===== config.mk =====
export PLATFORM = sky130hd
export DESIGN_NAME = press_decoder
export DESIGN_NICKNAME = d
export VERILOG_FILES = /design/src/rtl/press_pkg.sv /design/src/rtl/gap_timer.sv /design/src/rtl/press_decoder.sv
export SDC_FILE = /design/constraint.sdc
export NUM_CORES = 1
export LEC_CHECK = 0
export ABC_AREA = 0
export BUFFER_PORTS_ARGS = -buffer_cell sky130_fd_sc_hd__buf_2
export CORE_MARGIN = 4
export CORE_UTILIZATION = 51
export CTS_CLUSTER_SIZE = 28
export DETAILED_ROUTE_END_ITERATION = 12
export PLACE_DENSITY = 0.73
export SYNTH_ARGS = -nofsm -noshare
export SYNTH_HDL_FRONTEND = slang
export SYNTH_HIERARCHICAL = 1
export SYNTH_SLANG_ARGS = --single-unit

===== constraint.sdc =====
create_clock -name clk -period 2.45 [get_ports clk]
set_input_delay 0.245 -clock clk [delete_from_list [all_inputs] [get_ports clk]]
set_output_delay 0.245 -clock clk [all_outputs]
set_load 0.1 [all_outputs]

===== src/rtl/press_pkg.sv =====
// State encoding shared by the press decoder and its bench-visible width.
package press_pkg;
  localparam int STATE_W = 2;

  typedef enum logic [STATE_W-1:0] {
    D_Idle  = 2'd0,
    D_Wait1 = 2'd1,
    D_Wait2 = 2'd2
  } state_e;
endpackage


===== src/rtl/gap_timer.sv =====
// Gesture window timer: cleared on each accepted press, counts while a gesture is open.
module gap_timer #(
  parameter int GAP = 8
) (
  input  logic clk,
  input  logic rst,
  input  logic clr,
  input  logic en,
  output logic expired
);
  localparam int W = $clog2(GAP + 1);

  logic [W-1:0] tmr_q, tmr_d;

  always_comb begin
    tmr_d = tmr_q;
    if (clr) begin
      tmr_d = '0;
    end else if (en) begin
      tmr_d = tmr_q + W'(1);
    end
  end

  always_ff @(posedge clk or negedge rst) begin
    if (!rst) begin
      tmr_q <= '0;
    end else begin
      tmr_q <= tmr_d;
    end
  end

  // Flags the edge on which the count reaches GAP, so the strobe registers at offset GAP.
  assign expired = en && !clr && (tmr_q == W'(GAP - 1));
endmodule


===== src/rtl/press_decoder.sv =====
// Classifies press pulses into single/double (and triple with PRESS_DECODER_TRIPLE_EN) gestures.
module press_decoder
  import press_pkg::*;
#(
  parameter int GAP   = 8,
  parameter int CNT_W = 8
) (
  input  logic             clk,
  input  logic             rst,
  input  logic             p,
  output logic             single,
  output logic             double,
  output logic             triple,
  output logic             busy,
  output logic [CNT_W-1:0] evt_cnt
);
  state_e           state_q, state_d;
  logic             single_q, single_d;
  logic             double_q, double_d;
  logic             triple_q, triple_d;
  logic             busy_q;
  logic [CNT_W-1:0] cnt_q, cnt_d;
  logic             tmr_clr, tmr_en, tmr_expired;

  gap_timer #(.GAP(GAP)) u_gap_timer (
    .clk     (clk),
    .rst     (rst),
    .clr     (tmr_clr),
    .en      (tmr_en),
    .expired (tmr_expired)
  );

  assign tmr_en = (state_q != D_Idle);

  always_comb begin
    state_d  = state_q;
    single_d = 1'b0;
    double_d = 1'b0;
    triple_d = 1'b0;
    tmr_clr  = 1'b0;
    case (state_q)
      D_Idle: begin
        if (p) begin
          state_d = D_Wait1;
          tmr_clr = 1'b1;
        end
      end
      D_Wait1: begin
        // A pulse on the expiry edge is checked first so it extends the gesture.
        if (p) begin
`ifdef PRESS_DECODER_TRIPLE_EN
          state_d = D_Wait2;
          tmr_clr = 1'b1;
`else
          double_d = 1'b1;
          state_d  = D_Idle;
`endif
        end else if (tmr_expired) begin
          single_d = 1'b1;
          state_d  = D_Idle;
        end
      end
`ifdef PRESS_DECODER_TRIPLE_EN
      D_Wait2: begin
        if (p) begin
          triple_d = 1'b1;
          state_d  = D_Idle;
        end else if (tmr_expired) begin
          double_d = 1'b1;
          state_d  = D_Idle;
        end
      end
`endif
      default: state_d = D_Idle;
    endcase
    cnt_d = cnt_q + CNT_W'(single_d | double_d | triple_d);
  end

  always_ff @(posedge clk or negedge rst) begin
    if (!rst) begin
      state_q  <= D_Idle;
      single_q <= 1'b0;
      double_q <= 1'b0;
      triple_q <= 1'b0;
      busy_q   <= 1'b0;
      cnt_q    <= '0;
    end else begin
      state_q  <= state_d;
      single_q <= single_d;
      double_q <= double_d;
      triple_q <= triple_d;
      busy_q   <= (state_d != D_Idle);
      cnt_q    <= cnt_d;
    end
  end

  assign single  = single_q;
  assign double  = double_q;
  assign triple  = triple_q;
  assign busy    = busy_q;
  assign evt_cnt = cnt_q;
endmodule


Yosys cells after proc, flatten, opt, wreduce, memory -nomap -nowiden. Cells that the tools add are included.

$add $sub $neg: 2. Reductions and logical operators: 7. Muxes and demuxes: 12. Equal/unequal tests: 2. Bitwise gates (word level): 1.

Operators with widths (count): adder 8 x 1 -> 8 bit (1); 2-to-1 mux 4 bit (2); 2-to-1 mux 1 bit (6); 2-to-1 mux 2 bit (3); nonzero test 2 bit (3); adder 4 x 1 -> 4 bit, second input constant (1); == test 4 x 3 -> 1 bit, second input constant (1); case mux 2 bit (2 select lines) (1); == test 2 x 1 -> 1 bit, second input constant (1); logical AND 1 bit (2); zero test 2 bit (1); zero test 1 bit (1); bitwise OR 1 bit (1).

Flip-flop bits (word level): 17. Output and inout bits: 12. Logic and storage cells: 30. Input bits: 3.

Depth between registers and ports, before layout.
Word-level depth: 10. Gate-level depth with buffers: 11. Mapped depth without buffers: 11.

Hierarchy. The synthesis kept the hierarchy.

By module, submodules not included: press_decoder (cells an instance 40, instances 1, area an instance 510.5 um2); gap_timer (cells an instance 18, instances 1, area an instance 227.7 um2).

Worst setup path after synthesis. No wires, ideal clock.

Path type: register -> register. Start point: register state_q[1]. End point: register cnt_q[6], in the netlist evt_cnt[6]. Data required time: 2.288 ns. Cell stages (with the launch flop): 12. Period minus slack after synthesis: 2.247 ns. Arrival: 2.085 ns. Setup slack: 0.203 ns. Path buffers: 0. Cells stage by stage: dfrtp_1 > or2_2 > nor2_1 > nor2_1 > and4_1 > nor2_1 > nor3b_1 > ha_1 > ha_1 > nand3_1 > nor2_1 > xor2_1.

RTL lines: from (decl) (RTL line press_decoder.sv:17) `state_e state_q, state_d;`; from (signal assigned) (RTL line press_decoder.sv:81) `state_q <= D_Idle;`; from (signal assigned) (RTL line press_decoder.sv:88) `state_q <= state_d;`; nonzero test 2 bit (RTL line press_decoder.sv:33) `assign tmr_en = (state_q != D_Idle);`; via tmr_en (RTL line press_decoder.sv:23) `logic tmr_clr, tmr_en, tmr_expired;`; logical AND 1 bit (2 in a row) (RTL line gap_timer.sv:33) `assign expired = en && !clr && (tmr_q == W'(GAP - 1));`; via tmr_expired (RTL line press_decoder.sv:23); 2-to-1 mux 1 bit (RTL line press_decoder.sv:58) `end else if (tmr_expired) begin`; 2-to-1 mux 1 bit (RTL line press_decoder.sv:50) `if (p) begin`; 2-to-1 mux 1 bit (RTL line press_decoder.sv:41) `case (state_q)`; bitwise OR 1 bit (RTL line press_decoder.sv:76) `cnt_d = cnt_q + CNT_W'(single_d | double_d | triple_d);`; adder 8 x 1 -> 8 bit (RTL line press_decoder.sv:76); via cnt_d[6] (RTL line press_decoder.sv:22) `logic [CNT_W-1:0] cnt_q, cnt_d;`; to (signal assigned) (RTL line press_decoder.sv:93) `cnt_q <= cnt_d;`; to (decl) (RTL line press_decoder.sv:22).

The timed path passes the listed nets, and every way through them passes these cells. A chain may end at the register's enable or synchronous reset.

Worst setup path after layout. Ends and elaborated chain as after synthesis.

==> impl_metrics.json <==
{
  "place_area_um2": 822,
  "utilization_pct": 64.4,
  "synth_top_family_by_area": "simple AND/OR/NAND/NOR gates",
  "critPathCaptureType": "register",
  "coreArea_mm2": 0.00133,
  "min_period_over_period_pct": 91.9,
  "firstDrtPassIters": 4,
  "dp_cells": 87,
  "fillers": 114,
  "clkSlewWorstSetupHoldPaths_ns": 0.10,
  "synth_fa_ha_area_share_pct": 5.08,
  "layout_common_cells": "dfrtp_1, buf_2, nor2_1",
  "routed_wl_mm": 1.15,
  "post_cts_resized": 0,
  "drc": 0,
  "insertion_delay_ns": 0.28,
  "grt_pass1_wl_mm": 2.16,
  "drt_iter0_drc": 6,
  "hpwlAfterDp_um": 896,
  "async_flop_share_pct": 100,
  "die_h_um": 46.0,
  "finalWeightedCongestion": 0.692,
  "holdPathStages": 2,
  "power.leakage_nw": 0.449,
  "ant_nets": 0,
  "synth_xor_xnor_area_share_pct": 8.31,
  "num_rows": 13,
  "overflow": 0,
  "finalHoldViolCount": 0,
  "worst_hold_slack_ns": 0.168,
  "synth_cell_types": 23,
  "die_x_um": 46.0,
  "ios": 15,
  "maxClockFrequency_ghz": 0.444,
  "final_max_slew_viol_count": 0,
  "stdcell_area_um2": 860,
  "cp.arrival_ns": 2.42,
  "drive_above_1_share_pct": 28.6,
  "crit_path_max_fanout": 6,
  "reg2regPathDepth": 11,
  "avgRoutedWirePerCell_um": 12.5,
  "fin_tns_setup_ns": 0,
  "htree_levels": 1,
  "cts_tree": "yes",
  "stdcell_count": 92,
  "antenna_found_initial": 0,
  "synth_edf_count": 0,
  "dieArea_mm2": 0.00212,
  "synth.cell_area_um2": 738,
  "period_minus_slack_ns": 2.25,
  "root_buffer": "clkbuf_4",
  "crit_path_start_kind": "register",
  "ys.flop_type": "dfrtp_1",
  "yosys.area_share.simple_pct": 18.6,
  "rsz0062_at_grt": "false",
  "fin_skew_ns": 0.00468,
  "via_count": 467,
  "grt_pass1_vias": 487,
  "syn_area_per_cell_um2": 12.7,
  "final_common_cell": "dfrtp_1",
  "cp.required_ns": 2.62,
  "grt_max_degree": 18,
  "power_density_mw_per_mm2": 1100,
  "n_antenna_cell": 0,
  "grtUsageTotal_pct": 14.5,
  "cts_buffer_depth": 2,
  "start_util_pct": 55.3,
  "viasPerCell": 5.08,
  "cts_made_buffers": 3,
  "max_cap_viol_count": 0,
  "seq_area_frac_synth_pct": 57.6,
  "final_nets": 84,
  "synth_warnings": 6,
  "synth_seq_cells": 17,
  "post_cts_buffers": 0,
  "clkSinkCount": 17,
  "min_path_type": "in -> reg",
  "port_buffers": 13,
  "critical_path_class": "reg -> reg",
  "max-vdd-ir-drop_v": 0.000779,
  "cts_hold_buffers": 1,
  "synthMuxAreaShare_pct": 4.75,
  "setup_viol": 0,
  "synth-compound-area-share_pct": 2.03,
  "status": "completed",
  "synthCells": 58,
  "syn2layout_area_growth_pct": 16.4
}
## registers in the layout, indices dropped and copies added (netlist names)
name / count
double: 1
u_gap_timer/tmr_q: 4
busy: 1
evt_cnt: 8
single: 1
state_q: 2
## layer usage
layer	share of wire, %	global-route usage [%]
met5	0	0
met4	1.0	6.82
met3	6.2	3.95
met2	46	22.3
met1	47	18.7
## cell families (layout without fill, tap and decap cells)
group,Yosys count,after routing
AND/OR/NAND/NOR,22,22
flip-flops,17,17
XOR/XNOR,7,7
adder cells (fa/ha/maj),3,3
multiplexers,3,3
buffers and inverters,3,21
AO/OA/AOI/OAI,2,2
other,1,2
## worst max-delay path: stages, from the launching register on
cell and delay, ns:
dfrtp_1 0.44, or2_2 0.33, nor2_1 0.13, nor2_1 0.07, and4_1 0.21, nor2_1 0.14, nor3b_1 0.08, ha_1 0.22
ha_1 0.22, nand3_1 0.12, nor2_1 0.06, xor2_1 0.13
## where the power goes
group / internal, mW / switching, mW / leakage [nW]
sequential: 0.342 / 0.0648 / 0.223
combinational: 0.0888 / 0.309 / 0.209
clock: 0.0604 / 0.0828 / 0.0177
total: 0.491 / 0.457 / 0.449
## per-stage QoR
| step | worst slack [ns] | power (mW) |
|---|---|---|
| 2_1_floorplan | 0.203 | 0.740 |
| 3_3_place_gp | 0.256 | 0.798 |
| 3_5_place_dp | 0.238 | 0.815 |
| 4_1_cts | 0.188 | 0.961 |
| 5_1_grt | 0.0162 | 1.01 |
| 6_report | 0.198 | 0.948 |
## cell usage after synthesis, types with 2 or more instances
cell type / n / area [µm²]
dfrtp_1: 17 / 425
nor2_1: 8 / 30.0
xnor2_1: 5 / 43.8
ha_1: 3 / 37.5
and4_1: 2 / 17.5
mux2i_1: 2 / 20.0
nand2_1: 2 / 7.51
nand3_1: 2 / 10.0
nor3b_1: 2 / 15.0
xor2_1: 2 / 17.5
## cell type report
| class | instances | area, µm² | share of cell area (%) |
|---|---|---|---|
| Sequential cell | 17 | 425 | 49.5 |
| Multi-Input combinational cell | 39 | 294 | 34.2 |
| Timing Repair Buffer | 16 | 90.1 | 10.5 |
| Clock buffer | 3 | 22.5 | 2.62 |
| Tap cell | 15 | 18.8 | 2.18 |
| Clock inverter | 1 | 5.00 | 0.582 |
| Inverter | 1 | 3.75 | 0.437 |
## path summary, 6_finish.rpt
check	to	slack, ns	startpoint
max in group asynchronous	busy	1.79	rst
worst max register to register	evt_cnt[6]	0.20	state_q[1]
worst min register to register	evt_cnt[7]	0.48	evt_cnt[7]
min in group asynchronous	evt_cnt[3]	0.40	rst
worst max-delay path	evt_cnt[6]	0.20	state_q[1]
worst min-delay path	single	0.17	p
No activity file was read; power rests on OpenSTA's default activity.
